===== src/rtl/ram8.sv =====
// ----------------------------------------------------------------------------
// ram8 -- eight-word register file (Hack RAM8 building block)
//
// The single write strobe `load` is fanned out through a 1-to-8 decode on
// `address`, so at most one word register is enabled per clock. The read side
// is a purely combinational 8-way word multiplexer on the same `address`.
// There is no write-through path: during the cycle a write is presented,
// `out` still shows the old contents of the addressed word.
//
// Ports:
//   clk      in   1      rising-edge clock for all storage
//   rst_n    in   1      synchronous, active-low reset; clears all eight words
//   in       in   WIDTH  write data
//   load     in   1      write enable for the word at `address`
//   address  in   3      word select for both write and read
//   out      out  WIDTH  read data: contents of word[address]
// ----------------------------------------------------------------------------
module ram8 #(
    parameter int WIDTH = 16
) (
    input  logic             clk,
    input  logic             rst_n,
    input  logic [WIDTH-1:0] in,
    input  logic             load,
    input  logic [2:0]       address,
    output logic [WIDTH-1:0] out
);

    // One-hot (or all-zero) per-word write enables from the load demux.
    logic [7:0]            load_en;

    // Flattened view of all eight words so the read mux can index them.
    logic [7:0][WIDTH-1:0] word_bus;

    generate
        for (genvar gi = 0; gi < 8; gi++) begin : g_word
            localparam logic [2:0] SEL = 3'(gi);

            logic [WIDTH-1:0] word_reg;
            logic [WIDTH-1:0] word_next;

            // Demux leg: this word sees `load` only when it is addressed.
            assign load_en[gi] = load & (address == SEL);

            // Hold unless enabled; `in` is never observed when load_en is 0,
            // so an undriven data bus cannot leak into an idle word.
            always_comb begin
                word_next = word_reg;
                if (load_en[gi]) begin
                    word_next = in;
                end
            end

            // Reset takes priority over any write in the same cycle.
            always_ff @(posedge clk) begin
                if (!rst_n) begin
                    word_reg <= '0;
                end else begin
                    word_reg <= word_next;
                end
            end

            assign word_bus[gi] = word_reg;
        end
    endgenerate

    // Zero-latency read straight from the stored words.
    assign out = word_bus[address];

endmodule


===== config.mk =====
export PLATFORM = sky130hd
export DESIGN_NAME = ram8
export DESIGN_NICKNAME = d
export VERILOG_FILES = /design/src/rtl/ram8.sv
export SDC_FILE = /design/constraint.sdc
export NUM_CORES = 1
export LEC_CHECK = 0
export BUFFER_PORTS_ARGS = -buffer_cell sky130_fd_sc_hd__buf_2
export CORE_MARGIN = 2
export CORE_UTILIZATION = 32
export DETAILED_ROUTE_END_ITERATION = 16
export SLEW_MARGIN = 5
export SYNTH_ARGS = -nofsm -noshare
export SYNTH_HDL_FRONTEND = slang
export SYNTH_SLANG_ARGS = --single-unit

===== constraint.sdc =====
create_clock -name clk -period 1.5 [get_ports clk]
set_input_delay 0.075 -clock clk [delete_from_list [all_inputs] [get_ports clk]]
set_output_delay 0.075 -clock clk [all_outputs]
set_load 0.02 [all_outputs]

Word-level counts from Yosys, hierarchy flattened. Index checks and enable logic that the tools add are counted.

Output and inout port bits: 16. Flip-flop bits (word level): 128. Logic and storage cells: 27.

Equal/unequal tests: 7. Mux-type cells: 2. $lt $le $gt $ge: 1. Reductions and logical operators: 1. Bitwise gates (word level): 8.

Operators by type and width (number): binary-select mux 16 bit (select 3 bit) (1); two-way mux 16 bit (1); == test 3 bit (second input constant) (4); bitwise AND 1 bit (8); == test 3 x 2 -> 1 bit (second input constant) (2); less-than comparator 3 x 4 -> 1 bit (second input constant) (1); == test 3 x 1 -> 1 bit (second input constant) (1); zero test 3 bit (1).

Longest topological paths before layout.
Word-level depth: 2. Gate-level depth with buffers: 7. Gate-level depth less buffers: 3.

Worst setup path before layout. Ideal clock, no wire load.

Path kind: input to output. Start point: input port address[1]. End point: output port out[11]. Data required time: 1.425 ns. Setup slack: 0.116 ns. Arrival: 1.309 ns. Path buffers: 4. Cell stages on the path: 6. Cells stage by stage: buf_6 buf_12 buf_6 buf_2 mux4_2 mux2_2.

Longest elaborated chain between the ends: 2.

Ends and longest elaborated chain: from (decl) (RTL line 25) `input logic [2:0] address,`; binary-select mux 16 bit (select 3 bit) (RTL line 68) `assign out = word_bus[address];`; two-way mux 16 bit (not written as such) (RTL line 68); to (decl) (RTL line 26) `output logic [WIDTH-1:0] out`.

Every way passes these cells. The select of a mux whose other input is x is not followed.

Worst setup path after layout.
Start point: register g_word[3].word_reg[2]. End point: output port out[2].

Longest elaborated chain between the ends: 2.

Ends and longest elaborated chain: from (decl) (RTL line 39) `logic [WIDTH-1:0] word_reg;`; from (signal assigned) (RTL line 59) `word_reg <= word_next;`; binary-select mux 16 bit (select 3 bit) (RTL line 68); two-way mux 16 bit (not written as such) (RTL line 68).

Every way passes these cells. The select of a mux whose other input is x is not followed.

==> results.md <==
- GRT Total Usage: 0.173
- Antenna violations before repair: 0
- H-tree depth: 4
- Crit path max fanout: 2
- Placement Rows: 50
- Syn nets: 669
- Total number of vias: 4726
- Worst EP arrival: 1.66 ns
- P_leak: 2.74 nW
- Fillers: 1792
- Share of layout cells above drive strength 1: 0.272
- Die Y-Extent: 141 um
- Syn. warnings: 0
- Peak VDD IR: 775 uV
- CTS tree: built
- DRT Pass-1 Iters: 4
- Post-Place Cells: 899
- DP HPWL: 10800 um
- Power Density: 1120 mW/mm^2
- Switching pwr: 1.97 mW
- Final nets: 723
- 1st-iter DRT viols: 298
- Largest net degree at the start of global routing: 65
- First-pass GRT wire length: 26600 um
- Fmax: 576 MHz
- Layout area overhead: 25.1%
- Clock root buffer: clkbuf_16
- Comb power frac: 0.087
- Worst Skew: 0 ns
- Startpoint types: register
- DRC violations left: 0
- Final Wtd Congestion: 0.769
- Clock Latency Late Sink: 0.41 ns
- Synth unique cells: 20
- Remaining antenna violation count: 0
- Area leader, netlist: dfxtp_1
- Sequential area share after synthesis: 0.427
- Hold crit path type: input port to register
- Relative slew slack: 0.754
- Violated checks: setup timing
- Final period util: 1.16
- Die area: 0.0199 mm^2
- Reg clk slew, reported paths: 0.06 ns
- DR WL/cell: 17.5 um
- IO Pins: 38
- Switch share: 0.235
- Synth Instances: 647
- Worst slew pin tran: 0.369 ns
- Register share of total power: 0.418
- Fin crit period: 1.73 ns
- Crit. End Element: output port
- Final hold vios: 0
- Clock buffer count from CTS: 17
- Status: complete, but fails checks
- Final Max Tran Viols: 0
- Finished Layout Cells: 947
- CTS max path bufs: 2
- Mapped Area: 0.00600 mm^2
- Critical Setup Path Class: register to output port
- Worst EP required: 1.42 ns
- Synth top area share: 0.427
- Initial Utilization: 0.324
- RSZ-0062 raised after global routing: true
- Clock power share: 0.495
- Largest cells by area after synthesis: dfxtp_1 (43%), a21boi_1 (16%), nand2_1 (16%), mux4_2 (12%), mux2_2 (2.8%)
- Vias per cell: 4.99
- Design Power: 8.40 mW
- IO Port Bufs: 37
- Syn_area_per_cell: 9.27 um^2
- Clock sinks: 128
- Finish-stage setup viols: 16
- P_int: 6.42 mW
- Max Cap Viol: 0
- GRT overflow: 0
- Diodes inserted: 0
- Placeable Area: 0.0185 mm^2
- PnR worst setup slack: -0.235 ns
- Max reg flops: 128
- Vias in the first global route: 4759
- Final WL: 16600 um
- Die Span X: 141 um
- Synthesis-stage register bit count: 128
critical path, stage by stage, from the launching register on:
cell	delay, ns
dfxtp_2	0.32
mux4_2	0.50
mux2_4	0.30
buf_6	0.13
placed cells by master, fill, tap and decap left out, drive strengths merged, types with 2 or more instances in the layout:
master,n
nand2,256
a21boi,128
dfxtp,128
buf,90
mux4,32
clkbuf,17
mux2,16
dlygate4sd3,16
clkinv,7
nand4bb,3
and4b,3
nand4b,3
bufinv,3
clkinvlp,3
and4bb,2
synth_stat cells:
library cell and instances:
buf_12 3, nor4bb_1 1, buf_4 17, buf_6 4, nand4_1 1, and4b_1 3, and4bb_1 2, and4_1 1
clkbuf_1 26, nand2_1 256, mux2_2 15, a21boi_1 128, mux4_2 32, buf_2 21, nand4bb_1 3, nor4b_4 1
or4b_1 1, mux2_4 1, nand4b_1 3, dfxtp_1 128
timing repair:
| item | in CTS | in global routing |
|---|---|---|
| hold buffers | 16 | 0 |
| gates resized for setup | 58 | 12 |
| endpoints found under the setup margin | 16 | 16 |
| hold endpoints to repair | 109 | 0 |
| setup buffers | 1 | 0 |
| cloned | 0 | 0 |
power by group through the flow:
stage / Sequential (mW) / Combinational, mW / Clock (mW)
after global placement: 3.58 / 0.660 / 0
after CTS: 3.51 / 0.727 / 4.22
after floorplan: 3.57 / 0.465 / 0
after global routing: 3.52 / 0.782 / 4.40
final: 3.51 / 0.728 / 4.15
after detailed placement: 3.58 / 0.662 / 0
cell families (layout without fill, tap and decap cells):
group / after synthesis / count (layout) / share of synthesized area
DFF: 128 / 128 / 0.427
AOI/OAI and AO/OA: 128 / 128 / 0.160
muxes: 48 / 48 / 0.151
buffers and inverters: 71 / 137 / 0.0726
and+or+nand+nor: 272 / 272 / 0.189
metal layers:
metal / part of all wire / wire length [um] / track usage
met3: 0.079 / 1300 / 0.0397
met1: 0.46 / 7670 / 0.244
met5: 0 / 0 / 0
met2: 0.45 / 7430 / 0.265
met4: 0.013 / 208 / 0.0547
stage by stage:
step                instance area (um^2)   util  hold WS [ns]  setup slack, ns  TNS (ns)
floorplan                           6000      -         0.359            0.116         0
global placement                    6560  0.354         0.395          0.00279         0
detailed placement                  6560  0.354         0.403          0.00315         0
CTS                                 7490  0.404        0.0952           -0.245     -3.31
global route                        7500  0.405         0.105           -0.267     -3.73
finish                              7500  0.405         0.101           -0.235     -3.12
path summary, 6_finish.rpt:
kind	endpoint	depth (start not counted)	from	slack (ns)
max	out[2]	3	g_word[3].word_reg[2]$_SDFFE_PN0P_	-0.23
max reg2reg	g_word[3].word_reg[4]$_SDFFE_PN0P_	2	g_word[3].word_reg[4]$_SDFFE_PN0P_	0.86
min reg2reg	g_word[7].word_reg[10]$_SDFFE_PN0P_	2	g_word[7].word_reg[10]$_SDFFE_PN0P_	0.45
min	g_word[7].word_reg[1]$_SDFFE_PN0P_	2	rst_n	0.10
layout make-up:
| class | instances | area, um^2 | area share |
|---|---|---|---|
| Clock buffer | 17 | 425 | 0.0567 |
| Timing Repair Buffer | 106 | 956 | 0.127 |
| Multi-Input combinational cell | 448 | 3070 | 0.409 |
| Tap cell | 234 | 293 | 0.0390 |
| Clock inverter | 14 | 168 | 0.0223 |
| Sequential cell | 128 | 2590 | 0.345 |
Power figures use the tool's default switching activity.
